### src/rtl/display_scan_ctrl.sv
// Time-multiplexed scan controller for a 4-digit common-anode 7-segment display.
// Digits are scanned 0..3, each slot being a dead period (all anodes off)
// followed by an ON period. Writes land in shadow registers and are copied to
// the active set only at a frame boundary after a commit request.
module display_scan_ctrl #(
    parameter int unsigned P_ON_CYC   = 50000,
    parameter int unsigned P_DEAD_CYC = 500
) (
    input  logic       iClk,
    input  logic       iReset,
    input  logic       iWrEn,
    input  logic [1:0] iWrAddr,
    input  logic [3:0] iWrData,
    input  logic       iCommit,
    input  logic       iLzb,
    input  logic [3:0] iDigEn,
    output logic [3:0] oDigito,
    output logic [3:0] oAnodos,
    output logic       oFrameEnd,
    output logic       oBusy
);

    // One counter serves both phases, so it is sized for the longer one.
    localparam int unsigned CntMax = (P_ON_CYC > P_DEAD_CYC) ? P_ON_CYC : P_DEAD_CYC;
    localparam int unsigned CntW   = (CntMax > 1) ? $clog2(CntMax) : 1;

    localparam logic [CntW-1:0] OnLast   = CntW'(P_ON_CYC - 1);
    localparam logic [CntW-1:0] DeadLast = CntW'(P_DEAD_CYC - 1);

    typedef enum logic [0:0] {StDead, StOn} state_e;

    state_e          state_q, state_d;
    logic [CntW-1:0] cnt_q, cnt_d;
    logic [1:0]      idx_q, idx_d;
    logic            frame_end_q, frame_end_d;
    logic [3:0]      digito_q;
    logic [3:0]      anodos_q;
    logic [3:0]      anodos_lit;
    logic            pending_q;
    logic [3:0]      shadow_q [4];
    logic [3:0]      active_q [4];
    logic [3:0]      hi_zero;
    logic [3:0]      blank;
    logic            dead_done;
    logic            on_done;

    assign dead_done = (state_q == StDead) && (cnt_q == DeadLast);
    assign on_done   = (state_q == StOn) && (cnt_q == OnLast);

    // Next-state logic for the scan FSM, its counter and the digit index.
    always_comb begin
        state_d = state_q;
        cnt_d   = cnt_q + CntW'(1);
        idx_d   = idx_q;
        unique case (state_q)
            StDead: begin
                if (dead_done) begin
                    state_d = StOn;
                    cnt_d   = '0;
                end
            end
            StOn: begin
                if (on_done) begin
                    state_d = StDead;
                    cnt_d   = '0;
                    idx_d   = idx_q + 2'd1;
                end
            end
            default: begin
                state_d = StDead;
                cnt_d   = '0;
            end
        endcase
        // Registered so the pulse coincides with the last ON cycle of digit 3.
        frame_end_d = (state_d == StOn) && (idx_d == 2'd3) && (cnt_d == OnLast);
    end

    // Leading-zero blanking and per-digit enable produce the anode pattern for the next slot.
    always_comb begin
        hi_zero[3] = (active_q[3] == 4'h0);
        hi_zero[2] = hi_zero[3] && (active_q[2] == 4'h0);
        hi_zero[1] = hi_zero[2] && (active_q[1] == 4'h0);
        hi_zero[0] = hi_zero[1] && (active_q[0] == 4'h0);
        blank      = {hi_zero[3:1], 1'b0} & {4{iLzb}};
        anodos_lit = 4'b1111;
        if (iDigEn[idx_q] && !blank[idx_q]) begin
            anodos_lit = ~(4'b0001 << idx_q);
        end
    end

    // Scan FSM state, counter, index and frame-end pulse.
    always_ff @(posedge iClk or posedge iReset) begin
        if (iReset) begin
            state_q     <= StDead;
            cnt_q       <= '0;
            idx_q       <= 2'd0;
            frame_end_q <= 1'b0;
        end else begin
            state_q     <= state_d;
            cnt_q       <= cnt_d;
            idx_q       <= idx_d;
            frame_end_q <= frame_end_d;
        end
    end

    // Digit nibble tracks the active value during DEAD; anodes latch only at slot edges.
    always_ff @(posedge iClk or posedge iReset) begin
        if (iReset) begin
            digito_q <= 4'h0;
            anodos_q <= 4'b1111;
        end else begin
            if (state_q == StDead) begin
                digito_q <= active_q[idx_q];
            end
            if (dead_done) begin
                anodos_q <= anodos_lit;
            end else if (on_done) begin
                anodos_q <= 4'b1111;
            end
        end
    end

    // Shadow writes, commit request and frame-synchronous copy to the active set.
    always_ff @(posedge iClk or posedge iReset) begin
        if (iReset) begin
            pending_q <= 1'b0;
            for (int i = 0; i < 4; i++) begin
                shadow_q[i] <= 4'h0;
                active_q[i] <= 4'h0;
            end
        end else begin
            if (iWrEn) begin
                shadow_q[iWrAddr] <= iWrData;
            end
            if (frame_end_q && pending_q) begin
                pending_q <= 1'b0;
                for (int i = 0; i < 4; i++) begin
                    active_q[i] <= shadow_q[i];
                end
            end else if (iCommit) begin
                pending_q <= 1'b1;
            end
        end
    end

    assign oDigito   = digito_q;
    assign oAnodos   = anodos_q;
    assign oFrameEnd = frame_end_q;
    assign oBusy     = pending_q;

endmodule

### config.mk
export PLATFORM = sky130hd
export DESIGN_NAME = display_scan_ctrl
export DESIGN_NICKNAME = d
export VERILOG_FILES = /design/src/rtl/display_scan_ctrl.sv
export SDC_FILE = /design/constraint.sdc
export NUM_CORES = 1
export LEC_CHECK = 0
export CAP_MARGIN = 20
export CORE_ASPECT_RATIO = 0.75
export CORE_MARGIN = 2
export CORE_UTILIZATION = 60
export CTS_CLUSTER_DIAMETER = 120
export CTS_CLUSTER_SIZE = 24
export DETAILED_ROUTE_END_ITERATION = 6
export PLACE_DENSITY = 0.82
export SYNTH_ARGS = -nofsm -noshare
export SYNTH_HDL_FRONTEND = slang
export SYNTH_SLANG_ARGS = --single-unit
### constraint.sdc
create_clock -name iClk -period 5.7 [get_ports iClk]
set_clock_uncertainty 0.05 [all_clocks]
set_input_delay 1.14 -clock iClk [delete_from_list [all_inputs] [get_ports iClk]]
set_output_delay 1.14 -clock iClk [all_outputs]
set_load 0.05 [all_outputs]
After elaboration in Yosys (flattened, before gate mapping) --
Cells that the tools add are included.
Word-level totals: bits in registers 61, output and inout port bits 10
Cells by class: add/sub/neg operators 2, magnitude comparators 4, equal/unequal tests 4, shift-type cells 1, mux-type cells 23, bitwise operators 5, reduce and logical (&&, ||, !) cells 15
Operators with widths (number):
- $eq A16 B16 Y1 const B | 2
- $mux W16 | 2
- $pmux W16 S2 | 1
- $mux W4 | 6
- $add A16 B1 Y16 const B | 1
- $bwmux W16 | 1
- $eq A16 B9 Y1 const B | 1
- $logic_not A4 Y1 | 3
- $logic_and A1 B1 Y1 | 9
- $bmux W4 S2 | 1
- $demux W4 S2 | 1
- $ge A3 B3 Y1 const B | 2
- $mux W1 | 6
- $not A2 Y3 | 2
- $and A4 B4 Y4 | 1
- $bmux W1 S2 | 2
- $mux W2 | 2
- $not A4 Y4 | 1
- $reduce_bool A2 Y1 | 2
- $shl A1 B2 Y4 const A | 1
- $lt A2 B3 Y1 const B | 1
- $lt A3 B1 Y1 const B | 1
- $add A2 B1 Y2 const B | 1
- $eq A2 B2 Y1 const B | 1
- other kinds (3) | 3

Depth between registers and ports, before layout --
depth in word-level cells 10, mapped depth 7, gate-level depth less buffers 6

Least setup slack after synthesis --
No wires, ideal clock.
path kind input port to flip-flop, from input port iWrAddr[1], to register shadow_q[12] in the netlist's numbering, arrival time 1912 ps, data required time 5525 ps, slack 3613 ps, cell stages on the path 2, path through nor3b_1 mux2_2
Between the ends: cells in the longest elaborated chain, start to end 6, elaborated cells between the ends (all ways) 7
Ends and longest elaborated chain:
- from (decl) | line 12 | input logic [1:0] iWrAddr,
- $not A2 Y3 (not written as such) (*) | line 133 | shadow_q[iWrAddr] <= iWrData;
- $ge A3 B3 Y1 (not written as such) / $lt A3 B1 Y1 (equally long branches) | line 133
- $logic_and A1 B1 Y1 (not written as such) | line 133
- $mux W4 (not written as such) | line 133
- $demux W4 S2 (*) | line 133
- $bwmux W16 (*) | line 133
- to (signal, indexed assignment) | line 133
- to (decl) | line 40 | logic [3:0] shadow_q [4];
Mark *: on every way between the ends. The rest lies on a longest branch, timed or not. A chain may end at the register's enable or synchronous reset.

Worst setup path after layout --
from register anodos_q[2], in the netlist oAnodos[2], to output port oAnodos[2]
RTL lines:
- from (decl) | line 37 | logic [3:0] anodos_q;
- from (signal assigned) | line 116 | anodos_q <= anodos_lit;
- to (decl) | line 18 | output logic [3:0] oAnodos,
No word-level cell between the ends.

==> results.toml <==
[hold_path]
hold_start = "oFrameEnd"
holdPathEnd = "oBusy"
worstHoldPathType = "reg -> reg"
hold_depth = 1

[detailed_routing]
drt-initial-drc-count = 163
num_vias = 1857
firstDrtPassIters = 4
wire_per_inst_um = 17.5
ant_nets = 0
drt-total-wl_um = 5540
drc = 0
via_per_inst = 5.88

[flow_run]
drv_cap = 0

[global_routing]
grt_antenna_before_repair = 0
grt_pass1_vias = 1897
grt_pass1_wl_um = 9510
grt_max_degree = 62
grt_usage_pct = 23.1
grt_overflow = 0

[final_layout]
fill_cells = 322
nNetsFinal = 274
antennaDiodeCount = 0
final_common_cell = "dfrtp_1"
areaGrowthSynthToFinish_pct = 14.4
layout-drive-gt1-share_pct = 27.0
mostFrequentLayoutCells = "dfrtp_1, mux2_2, clkdlybuf4s50_1, nor2_1, clkbuf_8"

[floorplan]
num_rows = 21
core_area_um2 = 4570
die_w_um = 84.4
initial_utilization_pct = 63.7
io_pins = 25
die_area_um2 = 5430
chipHeight_um = 64.3

[timing]
fin_ws_ps = 2850
finalCriticalPeriod_ps = 2850
fmax_ghz = 0.351
min_period_over_period_pct = 50.0
finalHoldViolCount = 0
finalSetupTns_ps = 0
maxSlewViolCount = 0
rsz0062_at_grt = "false"
max-slew-margin-rel_pct = 49.7
setup_violations = 0
tightest_slew_ps = 754

[worst_setup_path]
worstPathCellList = "clkdlybuf4s50_1"
crit_type = "reg -> out"
arrival_ps = 1660
r2r-start = "cnt_q[5]"
slowest_delay_ps = 800
critPathBufInv = 1
cp_top_family = "buffers and inverters"
cp_max_fo = 2
cpMaxStageDelayCell = "clkdlybuf4s50_1"
reg2reg_depth = 5
critPathLaunch = "oAnodos[2]"
worstSetupStartpointType = "register"
timing.rr.end = "oFrameEnd"
endpoint_kind = "output port"
r2r_slack_ps = 3300
cp.required_ps = 4510

[pwr]
irDropWorstVdd_mv = 0.229
p_leak_nw = 1.45
powerDensity_nw_per_um2 = 266

[synth]
seq_area_frac_synth_pct = 52.6
yosys_warnings = 0
syn_inst = 232
synth-seq-cells = 61
yosysTopAreaCellShare_pct = 49.0
ys_top_cells_by_area = "dfrtp_1, mux2_2, mux4_2, dfstp_2, nor2_1"
synth_nets = 252
synth_area_um2 = 2910
ys_types = 46
yosysTopAreaCell = "dfrtp_1"
avgSynthCellArea_um2 = 12.5

[placed_design]
dpl.hpwl_um = 4050
pre_cts_ws_ps = 2840
gp_congestion = 0.891
io_buffer_count = 24

[clock_network]
post_cts_buffers = 0
cts.reportedPaths.clkPinSlew_ps = 60
htreeDepth = 3
cts_tree = "built"
cts.repair.resized = 0
cts_root_buffer = "clkbuf_8"
cts_max_path_buffers = 2
clock-sinks = 61
clock_latency_ps = 330
holdBufCountCts = 0
cts_buffers = 9

[outcome]
status = "finished clean"
cell type report:
class	instances	area [um2]	share of cell area (%)
clock buffer	12	145	4.36
clock inverter	4	47.5	1.43
inverter	4	15.0	0.451
multi-input combinational	153	1270	38.2
sequential	61	1530	46.0
tap	57	71.3	2.14
timing repair buffer	25	248	7.44
report_power, final:
part	switching [mW]	leakage, nW	total (mW)	internal (mW)
Clock	0.161	0.0964	0.373	0.212
Sequential	0.0108	0.785	0.465	0.455
Combinational	0.0190	0.569	0.0460	0.0270
Total	0.190	1.45	0.885	0.694
worst max-delay path by stage:
stage | end | cells past startpoint
after floorplan | active_q[0] | 1
after CTS | oAnodos[2] | 1
after global routing | oAnodos[3] | 1
final | oAnodos[2] | 1
after global placement | shadow_q[13] | 3
after detailed placement | shadow_q[15] | 3
flip-flops by register name (all words and copies together), names as in the netlist:
register	count
active_q	16
cnt_q	16
shadow_q	16
oAnodos	4
oDigito	4
idx_q	2
oBusy	1
oFrameEnd	1
state_q	1
worst register-to-register path, delay by kind of cell, from the launching register on:
kind               cells  cell delay [ps]
and+or+nand+nor        3              920
AOI/OAI and AO/OA      2              830
DFF                    1              480
layer usage:
layer  vias to the layer above  track usage [%]  routed length, um
met4                         0             7.74                 59
met1                       932             33.8               2770
li1                        876                -                  -
met5                         -                0                  0
met2                        43             33.2               2490
met3                         6             6.98                217
cells in the mapped netlist (all sizes together):
cell,instances
a211o,1
a211oi,1
a21oi,7
and2,1
and3,4
and4,1
buf,8
clkbuf,6
dfrtp,57
dfstp,4
ha,5
inv,4
mux2,36
mux2i,1
mux4,5
nand2,8
nand2b,2
nand3,9
nand3b,2
nand4,7
nand4b,1
nor2,21
nor2b,1
nor3,4
nor3b,2
nor4,6
o2111ai,2
o21ai,3
o31ai,1
o41ai,2
or2,1
or3,1
or4,3
xnor2,7
xor2,8
cell families (layout without fill, tap and decap cells):
kind of cell / count (synthesis) / after routing / share of synthesized area, %
AO/OA/AOI/OAI: 17 / 17 / 3.87
XOR/XNOR: 15 / 15 / 4.51
adder cells (fa/ha/maj): 5 / 5 / 2.15
buffers and inverters: 18 / 45 / 3.65
flip-flops: 61 / 61 / 52.6
multiplexers: 42 / 42 / 18.1
AND/OR/NAND/NOR: 74 / 74 / 15.0
metrics by stage:
stage                     std cells  hold slack (ps)  power (mW)  util [%]  instance area [um2]
after floorplan                 232              425       0.498         -                 2910
after CTS                       316              435       0.891      72.9                 3330
after global placement          300              423       0.517      68.6                 3140
after detailed placement        300              427       0.520      68.6                 3140
final                           316              425       0.885      72.9                 3330
after global routing            316              464       0.918      72.9                 3330
No activity file was read; power rests on OpenSTA's default activity.
